===== src/rtl/spi_target.sv =====
// SPI mode-0 responder giving an external master access to a small register file.
// Optional macro SPI_TARGET_AUTOINC_EN: step the address by one after every data byte.
module spi_target #(
    parameter int NREGS = 8
) (
    input  logic                   MHZ48,
    input  logic                   RES,
    input  logic                   nCS,
    input  logic                   SCLK,
    input  logic                   MOSI,
    output logic                   MISO,
    output logic                   MISO_OE,
    input  logic [7:0]             STAT,
    output logic [8*(NREGS-1)-1:0] REGOUT,
    output logic                   WRSTB,
    output logic [3:0]             WRADDR
);
    typedef enum logic [1:0] {IDLE, CMD, DATA} state_t;

    state_t     state;
    logic       ncs_s1, ncs_s2, ncs_s3;
    logic       sclk_s1, sclk_s2, sclk_s3;
    logic       mosi_s1, mosi_s2;
    logic       ncs_fall, ncs_rise, sclk_rise, sclk_fall;
    logic [2:0] bit_cnt;
    logic [6:0] shift_in;
    logic [6:0] shift_out;
    logic       is_read;
    logic [3:0] addr;
    logic       load_pending;
    logic [7:0] rx_byte;
    logic [7:0] rd_data;
    logic       addr_writable;
    logic [7:0] regs [1:NREGS-1];

    always_ff @(posedge MHZ48 or posedge RES) begin
        if (RES) begin
            ncs_s1  <= 1'b1;
            ncs_s2  <= 1'b1;
            ncs_s3  <= 1'b1;
            sclk_s1 <= 1'b0;
            sclk_s2 <= 1'b0;
            sclk_s3 <= 1'b0;
            mosi_s1 <= 1'b0;
            mosi_s2 <= 1'b0;
        end else begin
            ncs_s1  <= nCS;
            ncs_s2  <= ncs_s1;
            ncs_s3  <= ncs_s2;
            sclk_s1 <= SCLK;
            sclk_s2 <= sclk_s1;
            sclk_s3 <= sclk_s2;
            mosi_s1 <= MOSI;
            mosi_s2 <= mosi_s1;
        end
    end

    assign ncs_fall  = ncs_s3 & ~ncs_s2;
    assign ncs_rise  = ~ncs_s3 & ncs_s2;
    assign sclk_rise = ~sclk_s3 & sclk_s2;
    assign sclk_fall = sclk_s3 & ~sclk_s2;
    assign rx_byte   = {shift_in, mosi_s2};

    // Address 0 reads STAT, unimplemented addresses read all ones.
    always_comb begin
        rd_data       = 8'hFF;
        addr_writable = 1'b0;
        if (addr == 4'd0) rd_data = STAT;
        for (int i = 1; i < NREGS; i++) begin
            if (addr == 4'(i)) begin
                rd_data       = regs[i];
                addr_writable = 1'b1;
            end
        end
    end

    always_ff @(posedge MHZ48 or posedge RES) begin
        if (RES) begin
            state        <= IDLE;
            bit_cnt      <= 3'd0;
            shift_in     <= 7'd0;
            shift_out    <= 7'd0;
            is_read      <= 1'b0;
            addr         <= 4'd0;
            load_pending <= 1'b0;
            MISO         <= 1'b0;
            MISO_OE      <= 1'b0;
            WRSTB        <= 1'b0;
            WRADDR       <= 4'd0;
            for (int i = 1; i < NREGS; i++) regs[i] <= 8'h00;
        end else begin
            WRSTB <= 1'b0;
            if (ncs_rise) begin
                state        <= IDLE;
                MISO_OE      <= 1'b0;
                MISO         <= 1'b0;
                load_pending <= 1'b0;
            end else begin
                case (state)
                    IDLE: begin
                        if (ncs_fall) begin
                            state        <= CMD;
                            bit_cnt      <= 3'd0;
                            shift_out    <= STAT[6:0];
                            MISO         <= STAT[7];
                            MISO_OE      <= 1'b1;
                            load_pending <= 1'b0;
                        end
                    end
                    CMD, DATA: begin
                        if (sclk_rise) begin
                            shift_in <= rx_byte[6:0];
                            bit_cnt  <= bit_cnt + 3'd1;
                            if (bit_cnt == 3'd7) begin
                                load_pending <= 1'b1;
                                if (state == CMD) begin
                                    state   <= DATA;
                                    is_read <= rx_byte[7];
                                    addr    <= rx_byte[3:0];
                                end else begin
                                    if (!is_read && addr_writable) begin
                                        for (int i = 1; i < NREGS; i++) begin
                                            if (addr == 4'(i)) regs[i] <= rx_byte;
                                        end
                                        WRSTB  <= 1'b1;
                                        WRADDR <= addr;
                                    end
`ifdef SPI_TARGET_AUTOINC_EN
                                    addr <= addr + 4'd1;
`endif
                                end
                            end
                        end else if (sclk_fall) begin
                            // First falling edge after a whole byte presents the next reply byte.
                            if (load_pending) begin
                                load_pending <= 1'b0;
                                shift_out    <= is_read ? rd_data[6:0] : 7'd0;
                                MISO         <= is_read ? rd_data[7] : 1'b0;
                            end else begin
                                shift_out <= {shift_out[5:0], 1'b0};
                                MISO      <= shift_out[6];
                            end
                        end
                    end
                    default: state <= IDLE;
                endcase
            end
        end
    end

    for (genvar g = 1; g < NREGS; g++) begin : g_regout
        assign REGOUT[8*g-1 -: 8] = regs[g];
    end

endmodule


===== config.mk =====
export PLATFORM = sky130hd
export DESIGN_NAME = spi_target
export DESIGN_NICKNAME = d
export VERILOG_FILES = /design/src/rtl/spi_target.sv
export SDC_FILE = /design/constraint.sdc
export NUM_CORES = 1
export LEC_CHECK = 0
export ABC_AREA = 1
export ABC_CLOCK_PERIOD_IN_PS = 3820
export CAP_MARGIN = 20
export CORE_MARGIN = 1.5
export CORE_UTILIZATION = 54
export DETAILED_ROUTE_END_ITERATION = 8
export GPL_ROUTABILITY_DRIVEN = 1
export PLACE_DENSITY = 0.79
export SLEW_MARGIN = 5
export SYNTH_ARGS = -nofsm -noshare
export SYNTH_HDL_FRONTEND = slang
export SYNTH_SLANG_ARGS = --single-unit

===== constraint.sdc =====
create_clock -name MHZ48 -period 3.82 [get_ports MHZ48]
set_input_delay 0.573 -clock MHZ48 [delete_from_list [all_inputs] [get_ports MHZ48]]
set_output_delay 0.573 -clock MHZ48 [all_outputs]
set_load 0.05 [all_outputs]

==> results.md <==
- Vias: between 3000 and 4000
- Setup TNS Final: 0 ns
- Most common cell on crit path: nor2_8
- Antenna diodes: 0
- Number of max-cap violations: 0
- Clock Pin Slew Worst Setup and Hold Paths: roughly 0.1 ns
- Critical Path Fanout Max: 16
- Antenna-violating nets left: 0
- Worst hold margin: 0.3616 ns
- Cell variety after synth: 35
- Clk_skew: between 0.01 and 0.015 ns
- Critical R2R Capture: REGOUT[21]
- Seq/Total Area, Yosys: between 50% and 60%
- Vias per cell: around 5.5
- Antenna violations before repair: 0
- Nets: 623
- Post-cts resize count: 0
- First-pass GRT wire length: 19340 um
- CP cell instances: inv_1 > ha_1 > inv_2 > nand2_4 > nor2_8 > nand4_4 > nor2_8 > nand3_4 > nand2_1 > o21ai_2
- Syn avg cell area: 8.829 um2
- Hold Crit Depth: 0
- Max incr delay on CP: 0.54 ns
- Chip Width: roughly 96 um
- Critical path class: flop to flop
- Most area-consuming cells after synthesis: dfrtp_1 (50%), nand2_1 (9.7%), inv_1 (5.7%)
- Worst reg2reg path depth: 10
- Cell Rows: 33
- PnR worst setup slack: between 1.5 and 2 ns
- H-Tree Level Count: 3
- Port bufs: between 70 and 80
- Utilization after layout: roughly two thirds
- Register bit total from synthesis: 96
- Worst endpoint required time: a little over 4 ns
- Synthesized net count: 551
- Worst IR Drop VDD: around 0.00019 V
- Cell area after synthesis: 4697 um2
- Worst-margin pin slew: 0.9243 ns
- Top cell type's share of synthesized area: 49.55%
- Starting Density: 56.32%
- Core Region: 8341 um2
- CTS buffer count: 9
- Buf/Inv on CP: 2
- Synth warn: 0
- Synthesized instance count: ~530
- Slew Viols, Final: 0
- CTS Root Cell: clkbuf_8
- Setup Viol. Count Final: 0
- DPL Wire Length: 8636 um
- Post-CTS Setup Bufs: 0
- Hold path start: ncs_s1
- Worst hold path endpoint: ncs_s2
- Drt pass-1 iters: 6
- Largest net degree at the start of global routing: 57
- Worst hold path class: flop to flop
- CTS Sinks: 96
- Area Overhead vs Synth: 21.02%
- Fin crit share: 59.21%
- Crit start category: flop
- PwrDens: 431.6 nW/um2
- Die height: between 90 and 100 um
- Worst endpoint data arrival time: 2.52 ns
- Lkg Pwr: 2.541 nW
- Top achievable clock speed: 442.1 MHz
- Status: finished, final reports clean
- All-Layer GR Usage: 28.70%
- Initial DRC count: ~400
- WL/cell: 16.96 um
- Fin crit period: 2.262 ns
- RePlAce Congestion: around 0.94
- IO Count: 76
- CTS tree: done
- Die area: 9267 um2
- Reg2reg start: ncs_s3
- CP delay by family, top: simple AND/OR/NAND/NOR gates
- Slowest stage cell, crit path: dfstp_2
- Synth area leader: dfrtp_1
- Clock latency on the worst-skew pair: 0.38 ns
- Fin. Hold Viols: 0
- Share of layout cells above drive strength 1: 13.30%
- DRC viols: 0
- RSZ-0062 raised after global routing: no
- Detailed-route wire length: around 12000 um
- Max-slew headroom: 38.31%
- Grt total ovfl: 0
- CTS Hold Bufs: 0
- Nature of the critical path endpoint: flop
- Pre-CTS setup slack: around 1.6 ns
- R2R Setup Slk: 1.56 ns
- Vias in the first global route: approximately 3700
- Deepest clock path buffer count: 2
-- how the worst max path moves through the flow --
stage | end | cells after the start | startpoint
after floorplan | MISO | 1 | RES
after global placement | REGOUT[23] | 10 | ncs_s3
after detailed placement | REGOUT[14] | 10 | ncs_s3
after CTS | REGOUT[21] | 10 | ncs_s3
after global routing | REGOUT[31] | 10 | ncs_s3
final | REGOUT[21] | 10 | ncs_s3
-- cell type report --
class	instances	area (um2)
timing repair buffer	77	765.7
clock inverter	6	60.06
clock buffer	10	137.6
sequential	96	2406
fill	661	2656
tap	105	131.4
multi-input combinational	340	1882
inverter	80	301.5
-- state kept, by name (all words and copies together), names as in the netlist, 2 cells and up --
register and count:
REGOUT 56, addr 4, bit_cnt 3, shift_out 7, state 2, WRADDR 4, shift_in 7
-- synth_stat cells (all sizes together) --
cell type,n
nand2,132
dfrtp,93
o21ai,82
inv,80
nor2,30
nand3,29
a21oi,21
nand4,16
buf,10
nand3b,10
clkbuf,6
ha,6
nor3,5
dfstp,3
o211ai,2
o21a,2
a211oi,1
a21boi,1
nor3b,1
nor4,1
o22ai,1
-- power breakdown --
group	switching (W)	internal [W]	total [W]
combinational	0.000449	0.000161	0.000610
sequential	0.0000575	0.00112	0.00118
clock	0.000394	0.000272	0.000666
total	0.000900	0.00155	0.00245
-- metrics by stage --
step / area, um2 / power, W / instances
after floorplan: 4697 / 0.001606 / 532
after global placement: 5487 / 0.001779 / 698
after detailed placement: 5487 / 0.001797 / 698
after CTS: 5684 / 0.002453 / 714
after global routing: 5684 / 0.002581 / 714
final: 5684 / 0.002453 / 714
-- placed cells by master, fill, tap and decap left out, drive strengths merged --
master	synthesis	final
a211oi	1	1
a21boi	1	1
a21oi	21	21
buf	10	2
clkbuf	6	10
clkdlybuf4s50	0	75
clkinv	0	4
dfrtp	93	93
dfstp	3	3
ha	6	6
inv	80	82
nand2	132	132
nand3	29	29
nand3b	10	10
nand4	16	16
nor2	30	30
nor3	5	5
nor3b	1	1
nor4	1	1
o211ai	2	2
o21a	2	2
o21ai	82	82
o22ai	1	1
-- cell families (layout without fill, tap and decap cells) --
kind of cell / count (synthesis) / in the layout / share of synthesized area (%)
AO/OA/AOI/OAI: 110 / 110 / 13.99
buffers and inverters: 96 / 173 / 8.710
adder cells (fa/ha/maj): 6 / 6 / 1.598
flip-flops: 96 / 96 / 51.23
AND/OR/NAND/NOR: 224 / 224 / 24.48
-- per-layer routing --
metal	global-route usage (%)	vias up	share of wire, %	wire length, um
li1	-	1871	-	-
met1	41.49	1827	45	5487
met2	42.43	175	45	5407
met3	6.477	31	7.5	907
met4	10.05	0	2.6	311
met5	0	-	0	0
-- worst register-to-register path: cells and delay by family, from the launching register on --
kind	cells	cell delay, ns
compound gates	1	0.07
fa+ha+maj	1	0.25
buf+inv	2	0.16
flops	1	0.54
simple gates	6	1.15
Note: power is estimated with default switching activity, not from simulation.
